--- src/rtl/multicycle_control.sv ---
// rtl/multicycle_control.sv - main control FSM for the multicycle MIPS datapath
// Sequences fetch/decode/execute/memory/writeback with a mem_ready stall and bus-error timeout.
module multicycle_control #(
  parameter int TIMEOUT = 16,
  parameter int CNT_W   = 5
) (
  input  logic       clk,
  input  logic       reset,
  input  logic [5:0] Op,
  input  logic [5:0] Funct,
  input  logic       mem_ready,
  output logic       PCWrite,
  output logic       PCWriteCond,
  output logic       IorD,
  output logic       MemRead,
  output logic       MemWrite,
  output logic       IRWrite,
  output logic [1:0] MemtoReg,
  output logic [1:0] PCSource,
  output logic [1:0] ALUOp,
  output logic       ALUSrcA,
  output logic [1:0] ALUSrcB,
  output logic       ZeroExt,
  output logic       RegWrite,
  output logic [1:0] RegDst,
  output logic       halted,
  output logic       bus_err,
  output logic [4:0] state
);

  typedef enum logic [4:0] {
    FETCH   = 5'd0,
    DECODE  = 5'd1,
    MEMADR  = 5'd2,
    MEMRD   = 5'd3,
    MEMWB   = 5'd4,
    MEMWR   = 5'd5,
    REX     = 5'd6,
    RWB     = 5'd7,
    BEQ     = 5'd8,
    JUMP    = 5'd9,
    JAL     = 5'd10,
    JR      = 5'd11,
    ADDI_EX = 5'd12,
    IMM_WB  = 5'd13,
    ANDI_EX = 5'd14,
    HALT    = 5'd31
  } state_t;

  state_t             cur, nxt;
  logic [CNT_W-1:0]   cnt, cnt_nxt;
  logic               berr_q;
  logic               waiting;
  logic               timeout;

  // Only the memory-access states can stall; the counter is idle elsewhere.
  assign waiting = (cur == FETCH) || (cur == MEMRD) || (cur == MEMWR);
  assign timeout = waiting && !mem_ready && (cnt == CNT_W'(TIMEOUT - 1));
  assign cnt_nxt = (waiting && !mem_ready) ? cnt + 1'b1 : '0;

  always_ff @(posedge clk or posedge reset) begin
    if (reset) begin
      cur    <= FETCH;
      cnt    <= '0;
      berr_q <= 1'b0;
    end else begin
      cur    <= nxt;
      cnt    <= cnt_nxt;
      berr_q <= berr_q | timeout;
    end
  end

  always_comb begin
    nxt = cur;
    case (cur)
      FETCH:   if (mem_ready) nxt = DECODE;
      DECODE: begin
        case (Op)
          6'd0:         nxt = (Funct == 6'd8) ? JR : REX;
          6'd35, 6'd43: nxt = MEMADR;
          6'd4:         nxt = BEQ;
          6'd2:         nxt = JUMP;
          6'd3:         nxt = JAL;
          6'd8:         nxt = ADDI_EX;
          6'd12:        nxt = ANDI_EX;
          default:      nxt = HALT;
        endcase
      end
      MEMADR:  nxt = (Op == 6'd35) ? MEMRD : MEMWR;
      MEMRD:   if (mem_ready) nxt = MEMWB;
      MEMWB:   nxt = FETCH;
      MEMWR:   if (mem_ready) nxt = FETCH;
      REX:     nxt = RWB;
      RWB:     nxt = FETCH;
      BEQ:     nxt = FETCH;
      JUMP:    nxt = FETCH;
      JAL:     nxt = FETCH;
      JR:      nxt = FETCH;
      ADDI_EX: nxt = IMM_WB;
      ANDI_EX: nxt = IMM_WB;
      IMM_WB:  nxt = FETCH;
      HALT:    nxt = HALT;
      default: nxt = HALT;
    endcase
    if (timeout) nxt = HALT;
  end

  always_comb begin
    PCWrite     = 1'b0;
    PCWriteCond = 1'b0;
    IorD        = 1'b0;
    MemRead     = 1'b0;
    MemWrite    = 1'b0;
    IRWrite     = 1'b0;
    MemtoReg    = 2'b00;
    PCSource    = 2'b00;
    ALUOp       = 2'b00;
    ALUSrcA     = 1'b0;
    ALUSrcB     = 2'b00;
    ZeroExt     = 1'b0;
    RegWrite    = 1'b0;
    RegDst      = 2'b00;
    halted      = 1'b0;
    case (cur)
      FETCH: begin
        // PC+4 and IR load only commit once memory has returned the word.
        MemRead = 1'b1;
        ALUSrcB = 2'b01;
        IRWrite = mem_ready;
        PCWrite = mem_ready;
      end
      DECODE:  ALUSrcB = 2'b11;
      MEMADR: begin
        ALUSrcA = 1'b1;
        ALUSrcB = 2'b10;
      end
      MEMRD: begin
        MemRead = 1'b1;
        IorD    = 1'b1;
      end
      MEMWB: begin
        RegWrite = 1'b1;
        MemtoReg = 2'b01;
      end
      MEMWR: begin
        MemWrite = 1'b1;
        IorD     = 1'b1;
      end
      REX: begin
        ALUSrcA = 1'b1;
        ALUOp   = 2'b10;
      end
      RWB: begin
        RegWrite = 1'b1;
        RegDst   = 2'b01;
      end
      BEQ: begin
        ALUSrcA     = 1'b1;
        ALUOp       = 2'b01;
        PCWriteCond = 1'b1;
        PCSource    = 2'b01;
      end
      JUMP: begin
        PCWrite  = 1'b1;
        PCSource = 2'b10;
      end
      JAL: begin
        PCWrite  = 1'b1;
        PCSource = 2'b10;
        RegWrite = 1'b1;
        RegDst   = 2'b10;
        MemtoReg = 2'b10;
      end
      JR: begin
        PCWrite  = 1'b1;
        PCSource = 2'b11;
      end
      ADDI_EX: begin
        ALUSrcA = 1'b1;
        ALUSrcB = 2'b10;
      end
      ANDI_EX: begin
        ALUSrcA = 1'b1;
        ALUSrcB = 2'b10;
        ZeroExt = 1'b1;
        ALUOp   = 2'b11;
      end
      IMM_WB:  RegWrite = 1'b1;
      HALT:    halted = 1'b1;
      default: halted = 1'b1;
    endcase
  end

  assign bus_err = berr_q;
  assign state   = cur;

endmodule

--- config.mk ---
export PLATFORM = sky130hd
export DESIGN_NAME = multicycle_control
export DESIGN_NICKNAME = d
export VERILOG_FILES = /design/src/rtl/multicycle_control.sv
export SDC_FILE = /design/constraint.sdc
export NUM_CORES = 1
export LEC_CHECK = 0
export ABC_AREA = 1
export CAP_MARGIN = 10
export CORE_AREA = 2 2 55 52
export DETAILED_ROUTE_END_ITERATION = 16
export DIE_AREA = 0 0 57 54
export PLACE_DENSITY = 0.76
export SLEW_MARGIN = 30
export SYNTH_ARGS = -nofsm -noshare
export SYNTH_HDL_FRONTEND = slang
export SYNTH_SLANG_ARGS = --single-unit
--- constraint.sdc ---
create_clock -name clk -period 1.7 [get_ports clk]
set_input_delay 0.255 -clock clk [delete_from_list [all_inputs] [get_ports clk]]
set_output_delay 0.255 -clock clk [all_outputs]
set_load 0.01 [all_outputs]
==> impl_metrics.ini <==
[floorplan]
num_rows = 18
die_y_um = 54
initial_core_util_pct = 39.7
ios = 41
dieWidth_um = 57
core_area_mm2 = 0.00257
die_area_mm2 = 0.00308

[clock_tree]
clk_path_buf_depth = 2
postCtsHoldBufs = 0
htree_levels = 1
worstSkewPairLatency_ns = 0.26
cts_num_sinks = 11
cts_root_buf = clkbuf_4
path_clk_slew_ns = 0.07
cts_tree = built
cts_buffers = 3

[timing]
fin_worst_skew_ns = 0.00739
fmax_ghz = 0.553
post-route-min-period_ns = 1.81
setup_viol = 11
rsz0062_at_grt = yes
tns_ns = -0.811
slew_headroom_pct = 72.8
period_share_pct = 106
worst_slack_ns = -0.108
tightest_slew_ns = 0.407
slew_viol_final = 0
final-hold-violation-count = 0

[power]
powerDensity_mw_per_mm2 = 264
ir_drop_mv = 0.439
leakagePower_uw = 0.00101

[logic_synthesis]
synth-edff-count = 0
ys_seq_elements = 11
syn_inst = 152
netlist_area_mm2 = 0.00102
syn_area_per_cell_um2 = 6.70
synth_ff_type = dfrtp_1
yosysSeqAreaShare_pct = 27.0
synth_cell_types = 25
syn_nets = 169
async_flop_share_pct = 100
ys_warn_count = 0

[global_routing]
grt_util_met1_pct = 24.6
grt_pass1_wl_mm = 5.04
gr-max-usage-layer = met2
grt_pass1_vias = 1152
grt_overflow = 0
grt_util_met2_pct = 40.8
grt_use_total_pct = 21.1
grt_max_degree = 12
antenna_found_initial = 0
met3_usage_pct = 3.13

[final_layout]
drive_gt1_share_pct = 49.4
area_delta_synth_final_pct = 86.4
final_area_mm2 = 0.00190
n_fill_cell = 196
nets = 259
antenna_cells = 0

[setup_path]
crit_type = flop to primary output
critPathRequiredTime_ns = 1.44
end_kind = primary output
cp_max_fo = 4
arrival_ns = 1.55
cp-start-kind = flop

[run_status]
status = finished with violations
violations = setup timing

[drt]
wl_per_cell_um = 13.4
drc = 0
firstDrtPassIters = 4
first_iter_violations = 46
via_per_inst = 4.86
routed_wl_mm = 3.62
ant_nets = 0
via_count = 1316

[placement]
gp_congestion = 0.818
place_area_mm2 = 0.00167
port_buffers = 40
dpl.hpwl_mm = 2.33

[worst_hold_path]
hold_path.class = primary input to async pin

[job]
max_cap_viol_count = 0
## metrics by stage
| step | power (uW) | std cells | util [%] | setup WS (ns) | hold slack, ns |
|---|---|---|---|---|---|
| after floorplan | 290 | 152 | - | 0.188 | 0.107 |
| after global placement | 329 | 250 | 64.9 | -0.111 | 0.446 |
| after detailed placement | 331 | 250 | 64.9 | -0.186 | 0.453 |
| after CTS | 500 | 266 | 70.4 | -0.0579 | 0.285 |
| after global routing | 520 | 271 | 73.9 | -0.144 | 0.309 |
| final | 501 | 271 | 73.9 | -0.108 | 0.275 |
## where the power goes
group | leakage (uW) | internal [uW] | total, uW | switching (uW)
clock | 0.0000150 | 90.7 | 174 | 83.5
combinational | 0.000878 | 36.5 | 65.6 | 29.1
sequential | 0.000121 | 261 | 261 | 0
## cell usage after synthesis (3+ instances only)
cell type / count / area, um2
inv_1: 24 / 90.1
nand3_4: 4 / 70.1
nand2_1: 30 / 113
nor2_1: 26 / 97.6
o21ai_0: 4 / 20.0
nand3_1: 11 / 55.1
inv_2: 4 / 15.0
nor2_4: 3 / 33.8
dfrtp_1: 11 / 275
a21oi_1: 3 / 15.0
nand2_2: 5 / 31.3
nor2_2: 10 / 62.6
## registers in the layout, summed over array words and instances (netlist names)
signal   count
state        5
cnt          5
bus_err      1
## placed cells by master, fill, tap and decap left out, types with 2 or more instances in the layout
| master | netlist | routed |
|---|---|---|
| nor2_1 | 26 | 20 |
| nand3b_1 | 2 | 2 |
| nand2_2 | 5 | 7 |
| nand2_4 | 2 | 4 |
| inv_1 | 24 | 23 |
| nand3_2 | 1 | 2 |
| dfrtp_2 | 0 | 4 |
| o21ai_0 | 4 | 3 |
| dfrtp_1 | 11 | 7 |
| nor2_2 | 10 | 12 |
| nand2_1 | 30 | 26 |
| nor2_4 | 3 | 7 |
| clkbuf_4 | 0 | 3 |
| inv_2 | 4 | 6 |
| a21oi_2 | 0 | 2 |
| ha_1 | 2 | 2 |
| buf_6 | 0 | 13 |
| clkdlybuf4s50_1 | 0 | 19 |
| buf_2 | 0 | 7 |
| nand4_1 | 2 | 2 |
| buf_4 | 1 | 37 |
| nand3_1 | 11 | 10 |
| clkbuf_2 | 0 | 6 |
| nand3_4 | 4 | 4 |
## cells by family (layout without fill, tap and decap cells)
logic type,Yosys count,count (layout),share of synthesized area [%]
AO/OA/AOI/OAI,9,9,5.04
XOR/XNOR,1,1,0.860
adder cells (fa/ha/maj),2,2,2.46
buffers and inverters,30,119,11.4
flip-flops,11,11,27.0
AND/OR/NAND/NOR,99,99,53.2
## critical path, stage by stage, from the launching register on
cell	delay [ns]
dfrtp_2	0.45
nor2_4	0.17
buf_6	0.13
buf_4	0.11
buf_4	0.10
nand2_2	0.08
nand3b_1	0.10
buf_2	0.15
## metal layers
layer | part of all wire, % | vias up
met3 | 5.3 | 6
met4 | 2.0 | 0
li1 | - | 646
met1 | 40 | 613
met5 | 0 | -
met2 | 53 | 51
## area by class of cell
cell class	instances	area (um2)	area share [%]
multi-input cells	111	714	37.6
repair buffers	86	731	38.5
inverters	29	109	5.73
flip-flops and latches	11	280	14.8
well taps	30	37.5	1.98
clock buffers	4	26.3	1.38
## final timing paths
check | start | end | slack [ns] | cells past startpoint
max | state[4]$_DFFE_PP0P_ | ALUSrcA | -0.11 | 7
min reg2reg | cnt[0]$_DFF_PP0_ | cnt[0]$_DFF_PP0_ | 0.46 | 1
max in group asynchronous | reset | state[3]$_DFFE_PP0P_ | 1.11 | 2
min in group clk | cnt[0]$_DFF_PP0_ | cnt[0]$_DFF_PP0_ | 0.46 | 1
min | reset | cnt[1]$_DFF_PP0_ | 0.28 | 2
max reg2reg | state[4]$_DFFE_PP0P_ | state[2]$_DFFE_PP0P_ | 0.06 | 11
## timing repair
action                     4_1_cts  5_1_grt
setup endpoints to repair       20       22
pin swaps                        4        8
gates resized for setup         85       28
cloned                           0        0
setup buffers                   12        5
Note: power is estimated with default switching activity, not from simulation.
